==> src/rtl/mips_pkg.sv <==
// Shared EXE-stage definitions: mudi op encoding, mul/div FSM states,
// divider iteration count and the op priority decoder.
package mips_pkg;

    localparam logic [3:0] MUDI_MULT  = 4'b0001;
    localparam logic [3:0] MUDI_MULTU = 4'b0010;
    localparam logic [3:0] MUDI_DIV   = 4'b0100;
    localparam logic [3:0] MUDI_DIVU  = 4'b1000;

    localparam int DIV_ITER = 32;

    typedef enum logic [2:0] {
        IDLE,
        MUL,
        DIV,
        FIX,
        DONE
    } muldiv_state_t;

    // Malformed multi-bit ops resolve with bit 0 highest priority.
    function automatic logic [3:0] mudi_prio(input logic [3:0] op);
        logic [3:0] r;
        r = 4'b0000;
        priority case (1'b1)
            op[0]:   r = MUDI_MULT;
            op[1]:   r = MUDI_MULTU;
            op[2]:   r = MUDI_DIV;
            op[3]:   r = MUDI_DIVU;
            default: r = 4'b0000;
        endcase
        return r;
    endfunction

endpackage

==> src/rtl/muldiv_sequencer_div_iter.sv <==
// Restoring radix-2 divider datapath: one quotient bit per step on
// unsigned magnitudes; sequencing is owned by muldiv_sequencer.
module div_iter
    import mips_pkg::*;
(
    input  logic        clk,
    input  logic        reset,
    input  logic        load,
    input  logic        clear,
    input  logic        step,
    input  logic [31:0] dividend,
    input  logic [31:0] divisor,
    output logic [31:0] quotient,
    output logic [31:0] remainder,
    output logic        done_cnt
);

    logic [31:0] dsr;
    logic [4:0]  cnt;
    logic [32:0] shifted;
    logic [32:0] diff;

    // quotient starts out holding the dividend and is shifted out MSB first
    assign shifted  = {remainder, quotient[31]};
    assign diff     = shifted - {1'b0, dsr};
    assign done_cnt = (cnt == 5'(DIV_ITER - 1));

    always_ff @(posedge clk) begin
        if (reset) begin
            quotient  <= '0;
            remainder <= '0;
            dsr       <= '0;
            cnt       <= '0;
        end else if (clear) begin
            cnt <= '0;
        end else if (load) begin
            quotient  <= dividend;
            remainder <= '0;
            dsr       <= divisor;
            cnt       <= '0;
        end else if (step) begin
            if (!diff[32]) begin
                remainder <= diff[31:0];
                quotient  <= {quotient[30:0], 1'b1};
            end else begin
                remainder <= shifted[31:0];
                quotient  <= {quotient[30:0], 1'b0};
            end
            cnt <= cnt + 5'd1;
        end
    end

endmodule

==> src/rtl/muldiv_sequencer.sv <==
// EXE-stage multiply/divide sequencer with one-cycle HI/LO write strobe.
// Optional MULDIV_EARLY_OUT_EN: divides with |divisor| > |dividend| skip iteration.
module muldiv_sequencer
    import mips_pkg::*;
#(
    parameter int MUL_LAT = 2
) (
    input  logic        clk,
    input  logic        reset,
    input  logic        req_valid,
    output logic        req_ready,
    input  logic [3:0]  req_op,
    input  logic [31:0] src1,
    input  logic [31:0] src2,
    input  logic        cancel,
    output logic        busy,
    output logic        resp_valid,
    output logic [1:0]  hl_we,
    output logic [31:0] hi_wdata,
    output logic [31:0] lo_wdata
);

`ifdef MULDIV_EARLY_OUT_EN
    localparam bit EARLY_OUT = 1'b1;
`else
    localparam bit EARLY_OUT = 1'b0;
`endif

    muldiv_state_t state;

    logic [1:0]  cnt;
    logic [3:0]  op_sel;
    logic [3:0]  op_q;
    logic [31:0] a_q;
    logic [31:0] b_q;
    logic [31:0] mag1;
    logic [31:0] mag2;
    logic [31:0] quo;
    logic [31:0] rem;
    logic [31:0] hi_res;
    logic [31:0] lo_res;
    logic [63:0] prod;
    logic        sgn;
    logic        s1;
    logic        s2;
    logic        q_neg;
    logic        r_neg;
    logic        dz;
    logic        early;
    logic        accept;
    logic        is_mul;
    logic        div_done;
    logic        div_step;

    logic signed [32:0] ma;
    logic signed [32:0] mb;
    logic signed [65:0] full;

    assign op_sel    = mudi_prio(req_op);
    assign req_ready = (state == IDLE);
    assign busy      = (state != IDLE);
    assign accept    = req_valid && req_ready && !cancel && (req_op != 4'b0);

    assign sgn  = op_sel[0] | op_sel[2];
    assign s1   = sgn & src1[31];
    assign s2   = sgn & src2[31];
    assign mag1 = s1 ? -src1 : src1;
    assign mag2 = s2 ? -src2 : src2;

    assign is_mul = op_q[0] | op_q[1];
    assign ma     = {op_q[0] & a_q[31], a_q};
    assign mb     = {op_q[0] & b_q[31], b_q};
    assign full   = ma * mb;

    assign div_step = (state == DIV) && !early && !cancel;

    div_iter u_div (
        .clk       (clk),
        .reset     (reset),
        .load      (accept),
        .clear     (cancel),
        .step      (div_step),
        .dividend  (mag1),
        .divisor   (mag2),
        .quotient  (quo),
        .remainder (rem),
        .done_cnt  (div_done)
    );

    always_ff @(posedge clk) begin
        if (reset) begin
            state      <= IDLE;
            cnt        <= '0;
            op_q       <= '0;
            a_q        <= '0;
            b_q        <= '0;
            q_neg      <= 1'b0;
            r_neg      <= 1'b0;
            dz         <= 1'b0;
            early      <= 1'b0;
            prod       <= '0;
            hi_res     <= '0;
            lo_res     <= '0;
            resp_valid <= 1'b0;
            hl_we      <= 2'b00;
            hi_wdata   <= '0;
            lo_wdata   <= '0;
        end else begin
            resp_valid <= 1'b0;
            hl_we      <= 2'b00;
            if (cancel) begin
                state <= IDLE;
                cnt   <= '0;
            end else begin
                unique case (state)
                    IDLE: if (accept) begin
                        op_q  <= op_sel;
                        a_q   <= src1;
                        b_q   <= src2;
                        q_neg <= s1 ^ s2;
                        r_neg <= s1;
                        dz    <= (src2 == 32'd0);
                        early <= EARLY_OUT && (mag2 != 32'd0) && (mag2 > mag1);
                        cnt   <= '0;
                        state <= (op_sel[1:0] != 2'b00) ? MUL : DIV;
                    end
                    MUL: begin
                        if (cnt == 2'd0) prod <= full[63:0];
                        if (cnt == 2'(MUL_LAT - 1)) begin
                            cnt   <= '0;
                            state <= DONE;
                        end else begin
                            cnt <= cnt + 2'd1;
                        end
                    end
                    DIV: if (early || div_done) state <= FIX;
                    FIX: begin
                        // a zero divisor leaves |dividend| in rem, r_neg restores its sign
                        hi_res <= early ? quo : (r_neg ? -rem : rem);
                        lo_res <= dz ? '1 : early ? '0 : (q_neg ? -quo : quo);
                        state  <= DONE;
                    end
                    DONE: begin
                        resp_valid <= 1'b1;
                        hl_we      <= 2'b11;
                        hi_wdata   <= is_mul ? prod[63:32] : hi_res;
                        lo_wdata   <= is_mul ? prod[31:0] : lo_res;
                        state      <= IDLE;
                    end
                    default: state <= IDLE;
                endcase
            end
        end
    end

endmodule

==> config.mk <==
export PLATFORM = sky130hd
export DESIGN_NAME = muldiv_sequencer
export DESIGN_NICKNAME = d
export VERILOG_FILES = /design/src/rtl/mips_pkg.sv /design/src/rtl/muldiv_sequencer_div_iter.sv /design/src/rtl/muldiv_sequencer.sv
export SDC_FILE = /design/constraint.sdc
export NUM_CORES = 2
export LEC_CHECK = 0
export BUFFER_PORTS_ARGS = -buffer_cell sky130_fd_sc_hd__clkbuf_2
export CAP_MARGIN = 20
export CORE_MARGIN = 10
export CORE_UTILIZATION = 60
export DETAILED_ROUTE_END_ITERATION = 7
export MAX_ROUTING_LAYER = met4
export PLACE_DENSITY = 0.77
export SETUP_SLACK_MARGIN = 0.5
export SLEW_MARGIN = 20
export SYNTH_ARGS = -nofsm -noshare
export SYNTH_HDL_FRONTEND = slang
export SYNTH_HIERARCHICAL = 1
export SYNTH_SLANG_ARGS = --single-unit
==> constraint.sdc <==
create_clock -name clk -period 13.6 [get_ports clk]
set_input_delay 0.68 -clock clk [delete_from_list [all_inputs] [get_ports clk]]
set_output_delay 0.68 -clock clk [all_outputs]
set_load 0.005 [all_outputs]
# Yosys cells after proc, flatten, opt, wreduce, memory -nomap -nowiden
# Cells that the tools add are included.
# totals
regBits	370
input_bits	72
out_inout_bits	69
wordCells	93
# classes
addsub	7
mul	1
eq_ne	9
n_mux	26
bitwise	8
reduce_logical	23
# ops
op	count
2-to-1 mux 32 bit	12
negator 32 bit	4
multiplier 33 x 33 -> 64 bit	1
subtractor 33 x 32 -> 33 bit	1
zero test 32 bit	1
2-to-1 mux 3 bit	6
case mux 3 bit (4 select lines)	1
AND reduction 2 bit	5
AND reduction 3 bit	3
2-to-1 mux 2 bit	4
equality test 3 x 2 -> 1 bit, second input constant	2
nonzero test 2 bit	3
adder 5 x 1 -> 5 bit, second input constant	1
equality test 5 bit, second input constant	1
bitwise AND 1 bit	4
logical AND 1 bit	4
!= test 2 x 1 -> 1 bit, second input constant	2
case mux 2 bit (2 select lines)	1
nonzero test 4 bit	1
equality test 3 x 1 -> 1 bit, second input constant	1
equality test 3 bit, second input constant	1
zero test 3 bit	1
nonzero test 3 bit	1
OR reduction 3 bit	1
10 further kinds	12

# Depth between registers and ports, before layout
# logic_depth
depth_word	7
ltp_mapped	31

# Modules after synthesis
# The synthesis kept the hierarchy.
# modules_own_cells
mod	instances	cells_per_inst	area_per_inst_um2	seq_area_each_um2
muldiv_sequencer	1	5719	49965.4	5345.1
div_iter	1	747	5995.8	2021.9

# Least setup slack after synthesis
# OpenSTA, ideal clock, no wires.
# synth_timing
path_kind	register to register
start	register op_q[0]
end	register prod[61]
setup_time_ps	122
arrival_ps	8230
required_time_ps	13478
slack_ps	5248
path_stages_with_launch	30
path_buffers	3
cell_sequence	dfxtp_1 > clkbuf_1 > and2_1 > clkbuf_1 > nand2_1 > inv_1 > fa_1 > fa_1 > fa_1 > inv_1 > fa_1 > inv_1 > fa_1 > fa_1 > inv_1 > fa_1 > fa_1 > inv_1 > ha_1 > clkbuf_1 > a21o_1 > a211oi_1 > o2bb2ai_1 > a31oi_1 > nand3_1 > o21ai_0 > o221ai_1 > o31ai_1 > xor2_1 > o21ai_0
# synth_via
elab_chain_cells	2
word_cells_on_any_way	3
cone_classes	1 x mul; 2 x bitwise
# synth_rtl
element	line	rtl
start: declaration	muldiv_sequencer.sv:33	logic [3:0] op_q;
start signal: assignment	muldiv_sequencer.sv:117	op_q <= op_sel;
bitwise AND 1 bit (on tied branches)	muldiv_sequencer.sv:71, muldiv_sequencer.sv:72	
multiplier 33 x 33 -> 64 bit *	muldiv_sequencer.sv:73	assign full = ma * mb;
end signal: assignment	muldiv_sequencer.sv:128	if (cnt == 2'd0) prod <= full[63:0];
end: declaration	muldiv_sequencer.sv:42	logic [63:0] prod;
# Every way passes the cells marked *; elsewhere a longest branch is shown, timed or not.
# A chain may end at the register's enable or synchronous reset.

# Worst setup path after layout
# layout_timing
start	register a_q[31]
end	register prod[61]
# layout_via
elab_chain_cells	2
# layout_rtl
element	line	rtl
start: declaration	muldiv_sequencer.sv:34	logic [31:0] a_q;
start signal: assignment	muldiv_sequencer.sv:118	a_q <= src1;
bitwise AND 1 bit	muldiv_sequencer.sv:71	assign ma = {op_q[0] & a_q[31], a_q};
multiplier 33 x 33 -> 64 bit *	muldiv_sequencer.sv:73	
# Marked as above.

==> summary.md <==
| Metric | Value |
|---|---|
| Yosys top cell area share | 40.28% |
| Sequential power share | 38.0% |
| Setup Buffers After CTS | 0 |
| Worst Hold Class | in -> reg |
| Netlist Area Pre-Place | 55960 sq um |
| Period utilization | 68.83% |
| Crit. End Element | register |
| Count leader, synth | nand2_1 |
| Residual DRC count | 0 |
| CTS root buf | clkbuf_16 |
| Vias in the first global route | 46057 |
| Number of stages on the worst setup path | 26 |
| Largest net degree at the start of global routing | 148 |
| Via count | 43854 |
| Slew Limit Headroom | 21.76% |
| Sw frac | 34.23% |
| Post-Layout Cell Count | 7592 |
| Worst path bufs/invs | 6 |
| Post-synthesis net count | 7914 |
| Synth warn | 6 |
| Hold depth | 3 |
| Req. time, crit path | 14.03 ns |
| Drt pass-1 iters | 5 |
| Io pins | 141 |
| Run status | finished, final reports clean |
| Proportion of synthesized chip area in sequential cells | 13.16% |
| Hold path start | src2[26] |
| Int Power | 1.980 mW |
| Reg-to-Reg End | prod[61]$_SDFFE_PP0P_ |
| Area occupied by multi-input gates | 42810 sq um |
| Seq. cell area | 7391 sq um |
| Max FO, Critical Path | 37 |
| Number of max-cap violations | 0 |
| Clk sinks | 368 |
| Final HPWL DP | 119.1 mm |
| Max reg flops | 64 |
| Post-synth ARST share | 0% |
| Final Max Slew Viols | 0 |
| Origin of the critical flop-to-flop path | a_q[31]$_SDFFE_PP0P_ |
| PostCTS Resize Cnt | 0 |
| Reg2reg setup slack | 4.24 ns |
| Critical path type | reg -> reg |
| Peak VDD IR | 0.0001078 V |
| Drt wl/cell | 19.69 um |
| Synth-to-layout area growth | 4.617% |
| Post-DP Area | 57310 sq um |
| Main synth FF type | dfxtp_1 |
| Comb power frac | 26.7% |
| TritonCTS clock tree | yes |
| Post-synth top cells | 1182 x nand2_1, 1139 x inv_1, 1126 x fa_1 |
| Final Power | 3.010 mW |
| Starting density of the core | 60.77% |
| CP Data Arrival Time | 9.79 ns |
| Post-CTS Hold Buffers | 0 |
| Clock Skew | 0.02114 ns |
| Worst R2R Path Depth | 26 |
| Avg Inst Size Synth | 8.655 sq um |
| IO buf count | 140 |
| First-pass GRT wire length | 245.3 mm |
| Top reg by flops | prod |
| WHS | 0.4119 ns |
| TritonCTS Buffers | 38 |
| CP max stage delay | 1.07 ns |
| Final global-route overflow total | 0 |
| Critical Path Most Common Cell | fa_1 |
| CP Launch Type | register |
| Cell accounting for the most synthesized area | fa_1 |
| Top cells by area, synth | fa_1 40%, dfxtp_1 13%, nand2_1 7.9% |
| Clock transition at path regs | 0.07 ns |
| Gr usage total | 29.25% |
| PwrDens | 51.41 nW/um^2 |
| Worst path slowest cell | fa_1 |
| Yosys cell types | 85 |
| Post-synth EDFFs | 0 |
| Slew @ Worst Pin | 1.174 ns |
| Core box area | 92080 sq um |
| Cells after DPL | 7524 |
| Die Area | 105900 sq um |
| Worst Setup EP | prod[61]$_SDFFE_PP0P_ |
| Layout cells sized above 1 | 5.436% |
| Synth Register Bits | 368 |
| Wirelength, routed | 149.5 mm |
| # fillers | 7804 |
| Top delay family on crit path | adder cells |
| Final setup viols | 0 |
| NetSw | 1.030 mW |
| Final hold violations | 0 |
| Setup TNS | 0 ns |
| # rows | 111 |
| Unrepaired setup endpoints after global routing | false |
| H-tree levels | 2 |
| Skew-Pair Late Insertion Delay | 0.56 ns |
| Nets@finish | 7769 |
| First DRT Iteration DRCs | 3294 |
| Horiz. Die Dim | 325.4 um |
| Final Instance Area | 58540 sq um |
| CTS max path bufs | 3 |
| Critical Path Start | a_q[31]$_SDFFE_PP0P_ |
| Post-DRT Antenna Nets | 0 |
| Final Wtd Congestion | 0.9544 |
| Share of total power in the clock network | 35.2% |
| Die Span Y | 325.4 um |
| Max Freq | 106.8 MHz |
| Tmin final | 9.361 ns |
| Lkg Pwr | 26.86 nW |
| Synth Instances | 6466 |
| Via density | 5.776 |
| Antenna violations before repair | 1 |
## layout make-up
type,instances,area share [%]
multi-input combinational,4558,73.13
clock inverter,15,0.2458
sequential,368,12.62
tap,1243,2.656
antenna,2,0.008549
timing repair buffer,215,2.176
inverter,1140,7.313
clock buffer,51,1.847
## per-stage QoR
step	util, %	setup WS (ns)
global route	63.58	3.770
CTS	63.56	4.316
global placement	62.23	4.586
detailed placement	62.23	4.360
floorplan	-	5.248
finish	63.58	4.239
## worst min path at each step
stage and to:
6_report b_q[26]$_SDFFE_PP0P_, 5_1_grt b_q[26]$_SDFFE_PP0P_, 4_1_cts b_q[26]$_SDFFE_PP0P_, 3_5_place_dp prod[55]$_SDFFE_PP0P_, 3_3_place_gp prod[55]$_SDFFE_PP0P_, 2_1_floorplan prod[55]$_SDFFE_PP0P_
## per-layer routing
layer,wire (um),share of wire [%],track usage [%],up-vias
li1,-,-,-,19534
met5,0,0,-,-
met2,76000,51,49.75,1599
met4,7605,5.1,12.34,0
met3,8248,5.5,2.720,416
met1,57620,39,35.55,22305
## power groups by stage
stage / Combinational, mW / Sequential (mW) / Clock [mW]
final: 0.805 / 1.14 / 1.06
after global routing: 0.885 / 1.15 / 1.12
after CTS: 0.799 / 1.14 / 1.07
after detailed placement: 0.795 / 1.17 / 0
after global placement: 0.778 / 1.17 / 0
after floorplan: 0.574 / 1.14 / 0
## worst register-to-register path, delay by kind of cell (launching register included)
family | cells | cell delay (ns)
buffers and inverters | 6 | 1.31
and+or+nand+nor | 2 | 0.42
AOI/OAI and AO/OA | 8 | 1.78
DFF | 1 | 0.34
adders and majority gates | 9 | 5.20
xor gates and xnor gates | 1 | 0.17
## placed cells by master, fill, tap and decap left out, types with 39 or more instances in the layout
cell	instances
buf_4	75
nand2_1	1181
ha_1	250
fa_1	1126
o21ai_0	159
inv_1	1139
xor2_1	91
clkbuf_16	39
a21oi_1	270
a311oi_1	65
nor2_1	295
xnor2_1	126
a21o_1	39
dfxtp_1	349
clkbuf_2	139
and2_1	357
a211oi_1	83
mux2i_1	65
## kinds of logic (layout without fill, tap and decap cells)
| family | count (synthesis) | in the layout | synth area share, % |
|---|---|---|---|
| xor gates and xnor gates | 218 | 218 | 3.445 |
| buffers and inverters | 1540 | 1421 | 10.42 |
| and+or+nand+nor | 2071 | 2071 | 16.53 |
| muxes | 66 | 66 | 1.183 |
| other | 0 | 2 | 0 |
| DFF | 368 | 368 | 13.16 |
| AOI/OAI and AO/OA | 827 | 827 | 9.379 |
| adders and majority gates | 1376 | 1376 | 45.87 |
No activity file was read; power rests on OpenSTA's default activity.
